### config.mk
export PLATFORM = sky130hd
export DESIGN_NAME = cpu_run_ctrl
export DESIGN_NICKNAME = d
export VERILOG_FILES = /design/src/rtl/cpu_run_ctrl.sv
export SDC_FILE = /design/constraint.sdc
export NUM_CORES = 1
export LEC_CHECK = 0
export BUFFER_PORTS_ARGS = -buffer_cell sky130_fd_sc_hd__buf_2
export CAP_MARGIN = 20
export CORE_AREA = 10 10 124 70
export DETAILED_ROUTE_END_ITERATION = 6
export DIE_AREA = 0 0 134 80
export HOLD_SLACK_MARGIN = 0.12
export PLACE_DENSITY = 0.72
export SLEW_MARGIN = 10
export SYNTH_ARGS = -nofsm -noshare
export SYNTH_HDL_FRONTEND = slang
export SYNTH_SLANG_ARGS = --single-unit
### constraint.sdc
create_clock -name inclk -period 4.17 [get_ports inclk]
set_input_delay 0.417 -clock inclk [delete_from_list [all_inputs] [get_ports inclk]]
set_output_delay 0.417 -clock inclk [all_outputs]
set_load 0.005 [all_outputs]
### src/rtl/cpu_run_ctrl.sv
// cpu_run_ctrl: run/stop sequencer for a CPU core.
// Holds the CPU in reset for RST_HOLD cycles after rst, then accepts
// HALT / RUN / STEP / RUN_N commands and gates cpu_ce accordingly.
// Every output is a flop whose next value is derived from the next state.
// Optional feature: define RUN_CTRL_WDOG_EN to bound free-running RUN to
// WDOG_LIMIT cycles and report the stop on wdog_flag.
module cpu_run_ctrl #(
  parameter int CNT_W      = 22,
  parameter int RST_HOLD   = 4,
  parameter int WDOG_LIMIT = 500
) (
  input  logic             inclk,
  input  logic             rst,
  input  logic             cmd_valid,
  output logic             cmd_ready,
  input  logic [1:0]       cmd_op,
  input  logic [CNT_W-1:0] cmd_cnt,
  input  logic             cpu_halt_req,
  output logic             cpu_ce,
  output logic             cpu_rstn,
  output logic             busy,
  output logic             done,
  output logic [CNT_W-1:0] cycles,
  output logic             wdog_flag
);

  typedef enum logic [1:0] {
    S_HOLD  = 2'd0,
    S_IDLE  = 2'd1,
    S_RUN   = 2'd2,
    S_COUNT = 2'd3
  } state_e;

  localparam logic [1:0] OP_HALT  = 2'b00;
  localparam logic [1:0] OP_RUN   = 2'b01;
  localparam logic [1:0] OP_STEP  = 2'b10;
  localparam logic [1:0] OP_RUN_N = 2'b11;

  localparam int HOLD_W = (RST_HOLD > 1) ? $clog2(RST_HOLD) : 1;
  localparam logic [HOLD_W-1:0] HOLD_LAST = HOLD_W'((RST_HOLD > 0) ? RST_HOLD - 1 : 0);

  state_e             state_q, state_d;
  logic [HOLD_W-1:0]  hold_q, hold_d;
  logic [CNT_W-1:0]   rem_q, rem_d;
  logic [CNT_W-1:0]   cycles_q, cycles_d;
  logic               cpu_ce_q, cpu_ce_d;
  logic               cpu_rstn_q, cpu_rstn_d;
  logic               cmd_ready_q, cmd_ready_d;
  logic               busy_q, busy_d;
  logic               done_q, done_d;
  logic               wdog_flag_q, wdog_flag_d;
  logic               accept;
  logic               wdog_expire;
  logic               stop;

  assign accept = cmd_valid & cmd_ready_q;

  // Any single stop source, or several together, collapses into one stop.
  assign stop = (accept && (cmd_op == OP_HALT)) || cpu_halt_req ||
                ((state_q == S_COUNT) && (rem_q == CNT_W'(1))) || wdog_expire;

`ifdef RUN_CTRL_WDOG_EN
  localparam int WD_W = $clog2(WDOG_LIMIT + 1);
  logic [WD_W-1:0] wdog_cnt_q, wdog_cnt_d;

  assign wdog_expire = (state_q == S_RUN) && (wdog_cnt_q == WD_W'(WDOG_LIMIT - 1));
  assign wdog_cnt_d  = (state_q == S_RUN) ? wdog_cnt_q + WD_W'(1) : '0;

  // Flag is set by an expiry and cleared by the next accepted command.
  always_comb begin
    wdog_flag_d = wdog_flag_q;
    if (wdog_expire)  wdog_flag_d = 1'b1;
    else if (accept)  wdog_flag_d = 1'b0;
  end

  // Consecutive-RUN-cycle counter; restarts at zero every time RUN is entered.
  always_ff @(posedge inclk or posedge rst) begin
    if (rst) wdog_cnt_q <= '0;
    else     wdog_cnt_q <= wdog_cnt_d;
  end
`else
  // Watchdog not built in: RUN is unbounded and the flag never rises.
  assign wdog_expire = (WDOG_LIMIT < 0);
  assign wdog_flag_d = 1'b0;
`endif

  // Next-state logic for the run sequencer.
  always_comb begin
    state_d = state_q;
    hold_d  = hold_q;
    rem_d   = rem_q;
    done_d  = 1'b0;
    case (state_q)
      S_HOLD: begin
        if (hold_q == HOLD_LAST) state_d = S_IDLE;
        else                     hold_d  = hold_q + HOLD_W'(1);
      end
      S_IDLE: begin
        if (accept) begin
          case (cmd_op)
            OP_HALT: done_d = 1'b1;
            OP_RUN:  state_d = S_RUN;
            OP_STEP: begin
              state_d = S_COUNT;
              rem_d   = CNT_W'(1);
            end
            OP_RUN_N: begin
              if (cmd_cnt == '0) begin
                done_d = 1'b1;
              end else begin
                state_d = S_COUNT;
                rem_d   = cmd_cnt;
              end
            end
            default: state_d = state_q;
          endcase
        end
      end
      S_RUN, S_COUNT: begin
        if (state_q == S_COUNT) rem_d = rem_q - CNT_W'(1);
        if (stop) begin
          state_d = S_IDLE;
          done_d  = 1'b1;
        end
      end
      default: state_d = S_HOLD;
    endcase
  end

  // Registered outputs follow the state being entered.
  always_comb begin
    cpu_ce_d    = (state_d == S_RUN) || (state_d == S_COUNT);
    cpu_rstn_d  = (state_d != S_HOLD);
    cmd_ready_d = (state_d != S_HOLD);
    busy_d      = (state_d != S_IDLE);
    cycles_d    = cycles_q;
    if (cpu_ce_q) cycles_d = cycles_q + CNT_W'(1);
  end

  // Control and output registers, all forced by the asynchronous reset.
  always_ff @(posedge inclk or posedge rst) begin
    if (rst) begin
      state_q     <= S_HOLD;
      hold_q      <= '0;
      cpu_ce_q    <= 1'b0;
      cpu_rstn_q  <= 1'b0;
      cmd_ready_q <= 1'b0;
      busy_q      <= 1'b1;
      done_q      <= 1'b0;
      cycles_q    <= '0;
      wdog_flag_q <= 1'b0;
    end else begin
      state_q     <= state_d;
      hold_q      <= hold_d;
      cpu_ce_q    <= cpu_ce_d;
      cpu_rstn_q  <= cpu_rstn_d;
      cmd_ready_q <= cmd_ready_d;
      busy_q      <= busy_d;
      done_q      <= done_d;
      cycles_q    <= cycles_d;
      wdog_flag_q <= wdog_flag_d;
    end
  end

  // Remaining-cycle count is only read in COUNT, which always loads it first.
  always_ff @(posedge inclk) begin
    rem_q <= rem_d;
  end

  assign cpu_ce    = cpu_ce_q;
  assign cpu_rstn  = cpu_rstn_q;
  assign cmd_ready = cmd_ready_q;
  assign busy      = busy_q;
  assign done      = done_q;
  assign cycles    = cycles_q;
  assign wdog_flag = wdog_flag_q;

endmodule
==> results.md <==
| Item | This run | Unit |
| --- | --- | --- |
| Vias after detailed routing | 2396 | - |
| Net load switching power | 0.480 | mW |
| Top-level port count | 56 | - |
| Worst path most repeated cell | nand4_1 | - |
| Final estimated routing congestion in global placement | 0.861 | - |
| First-iteration detailed-routing DRC count | 289 | - |
| Slowest Stage Delay on Critical Path | 0.73 | ns |
| Least-Margin Pin Slew | 0.813 | ns |
| Max H-tree Level | 2 | - |
| Final worst-path setup slack | 1.84 | ns |
| Dpl ws | 1.86 | ns |
| Number of gates resized after CTS | 0 | - |
| Final-report max-slew violation count | 0 | - |
| Sort of element at the end of the critical path | flip-flop | - |
| Worst Path Max Fanout | 23 | - |
| Number of nets with antenna violations after detailed routing | 0 | - |
| Vertical die dimension | 80 | um |
| Die Area | 10700 | um2 |
| Clock Latency Late Sink | 0.28 | ns |
| Crit-path slowest cell | nor3_1 | - |
| Upper clock frequency limit | 430 | MHz |
| Share of total power consumed by net switching | 31.9 | % |
| Synth area leaders | dfrtp_1 (24%), edfxtp_1 (23%), xnor2_1 (5.8%) | - |
| Leakage dissipation | 1.40 | nW |
| Final Critical Period | 2.33 | ns |
| Synthesized net count | 318 | - |
| Placement Rows | 21 | - |
| Data arrival time of the critical path | 2.50 | ns |
| Total global routing overflow | 0 | - |
| Routed wire length on met2 | 2890 | um |
| List of cells traversed by the critical path | buf_4, nand4_1, nor3_1, nand4_1, xnor2_1 | - |
| Gate count of the mapped netlist | 282 | - |
| Peak supply drop | 173 | uV |
| Antenna violations before repair | 0 | - |
| Number of clock buffers inserted by TritonCTS | 5 | - |
| Post-synthesis average cell area | 10.2 | um2 |
| Via-to-Cell Ratio | 5.60 | - |
| Number of diodes added for antenna fixing | 0 | - |
| Growth of design area from synthesis to finish | 18.8 | % |
| Largest net degree at the start of global routing | 24 | - |
| Power per standard cell area | 441 | nW/um2 |
| Area share of the largest cell type after synthesis | 24.4 | % |
| Detail-routed net length per standard cell | 16.6 | um |
| Prevailing post-synth register cell | dfrtp_1 | - |
| Final standard cell area without fillers | 3410 | um2 |
| Design internal power | 1.02 | mW |
| Overall power after layout | 1.50 | mW |
| Initial core utilization | 44.3 | % |
| Comb power frac | 22.2 | % |
| Total track usage | 12.8 | % |
| Normalized max-slew margin | 45.4 | % |
| Run status | completed | - |
| Layout cell share with drive strength beyond 1 | 23.5 | % |
| Maximum clock insertion buffer count | 2 | - |
| Number of setup buffers added after CTS | 0 | - |
| Kind of launch point of the worst setup path | flip-flop | - |
| Count of buffers from port buffering | 54 | - |
| Total Routed Length | 7090 | um |
| Count of synthesis-stage warnings from yosys | 0 | - |
| Die width | 134 | um |
| Clock tree root driver cell | clkbuf_16 | - |
| Area of the core region | 6490 | um2 |
| Clock Sinks | 51 | - |
| Worst Hold Margin | 0.144 | ns |
| Register area | 1390 | um2 |
| Area of combinational cells with multiple inputs | 1400 | um2 |
| Required time of the worst setup path | 4.34 | ns |
| Wire length of the first global-routing pass | 11100 | um |
| Worst clock skew on the final layout | 0.00383 | ns |
| CTS tree | done | - |
| Proportion of register bits with asynchronous set or reset after synthesis | 56.9 | % |
| Number of hold buffers added after CTS | 0 | - |
| Cell taking the most area after synthesis | dfrtp_1 | - |
| Placed inst area | 3260 | um2 |
| Share of total power in the clock network | 27.9 | % |
| Flop pwr share | 49.9 | % |
| Post-synth EDFFs | 22 | - |
| Worst setup path class | reg2reg | - |
| Number of global-route vias before repair | 2085 | - |
| Number of nets in the finished design | 371 | - |
| Top layer in use | met4 | - |
| Worst path buffer plus inverter count | 1 | - |
| Total standard cell area after synthesis | 2870 | um2 |
| Top cell family by delay on the critical path | simple AND/OR/NAND/NOR gates | - |
| Top cells by count, synth | dfrtp_1 (28), nand2_1 (28), edfxtp_1 (22) | - |
| Max cap viols | 0 | - |
| Half-perimeter wire length after placement | 5400 | um |
| Detail Route met3 WL | 491 | um |
| Number of fill cells | 603 | - |
| # setup viols final | 0 | - |
| Residual DRC | 0 | - |
| Final Cycle Share | 55.8 | % |
| Final TNS setup | 0 | ns |
| CTS clk-pin slew, worst paths | 0.07 | ns |
| Routed length on met1 | 3670 | um |
| Netlist cell types | 52 | - |
| Hold WC Path Type | in2async | - |
| Final Hold Violating Endpoints | 0 | - |
| Post-synthesis sequential area ratio | 48.3 | % |
| Unrepaired setup endpoints after global routing | false | - |
| Number of synthesized register bits | 51 | - |
| Detailed Routing Iterations Pass 1 | 4 | - |
## layout make-up
type / instances / share of cell area, %
sequential: 51 / 40.7
inverter: 9 / 0.990
timing repair buffer: 58 / 9.39
clock inverter: 2 / 0.440
clock buffer: 6 / 4.07
tap: 92 / 3.37
multi-input combinational: 210 / 41.1
## through the flow
step / cells / util [%]
floorplan: 282 / -
global placement: 419 / 49.8
detailed placement: 420 / 50.2
CTS: 428 / 52.6
global route: 428 / 52.6
finish: 428 / 52.6
## cells in the final DEF (no fill, tap or decap), drive strengths merged, types with 9 or more instances in the layout
cell type	n
o211ai	9
edfxtp	22
dfrtp	28
inv	10
nor3	10
nand2	28
nor2	14
o21ai	17
xor2	15
xnor2	19
nand4	13
nor4	10
nand3	18
buf	58
## metal layers
layer,global-route usage (%),vias to the layer above
met5,0,-
met4,3.56,0
met3,3.45,2
li1,-,1158
met1,19.9,1152
met2,16.3,84
## power by group through the flow
stage	combinational [mW]	clock, mW	sequential (mW)
global route	0.368	0.449	0.768
CTS	0.334	0.428	0.749
finish	0.333	0.420	0.751
floorplan	0.222	0	0.731
detailed placement	0.332	0	0.757
global placement	0.326	0	0.756
## logic make-up (layout without fill, tap and decap cells)
group / Yosys count / in the layout / share of synthesized area, %
flops: 51 / 51 / 48.3
simple gates: 118 / 118 / 22.8
buf+inv: 21 / 75 / 3.05
mux: 2 / 2 / 0.784
xor+xnor: 34 / 34 / 10.4
compound gates: 47 / 47 / 11.1
fa+ha+maj: 8 / 8 / 3.48
other cells: 1 / 1 / 0.131
## path summary, 6_finish.rpt
check | endpoint | start | cells after the start | slack [ns]
max | cycles[19] | cpu_ce | 5 | 1.84
min | cycles[10] | rst | 2 | 0.14
max reg2reg | cycles[19] | cpu_ce | 5 | 1.84
min reg2reg | cycles[21] | cycles[21] | 1 | 0.47
max in group asynchronous | cycles[8] | rst | 3 | 3.57
min in group inclk | rem_q[9] | cmd_cnt[9] | 3 | 0.42
## sequential cells by signal, summed over array words and instances (netlist names)
signal	cells
rem_q	22
done	1
cpu_ce	1
cycles	22
state_q	1
hold_q	2
busy	1
cmd_ready	1
Power figures use the tool's default switching activity.
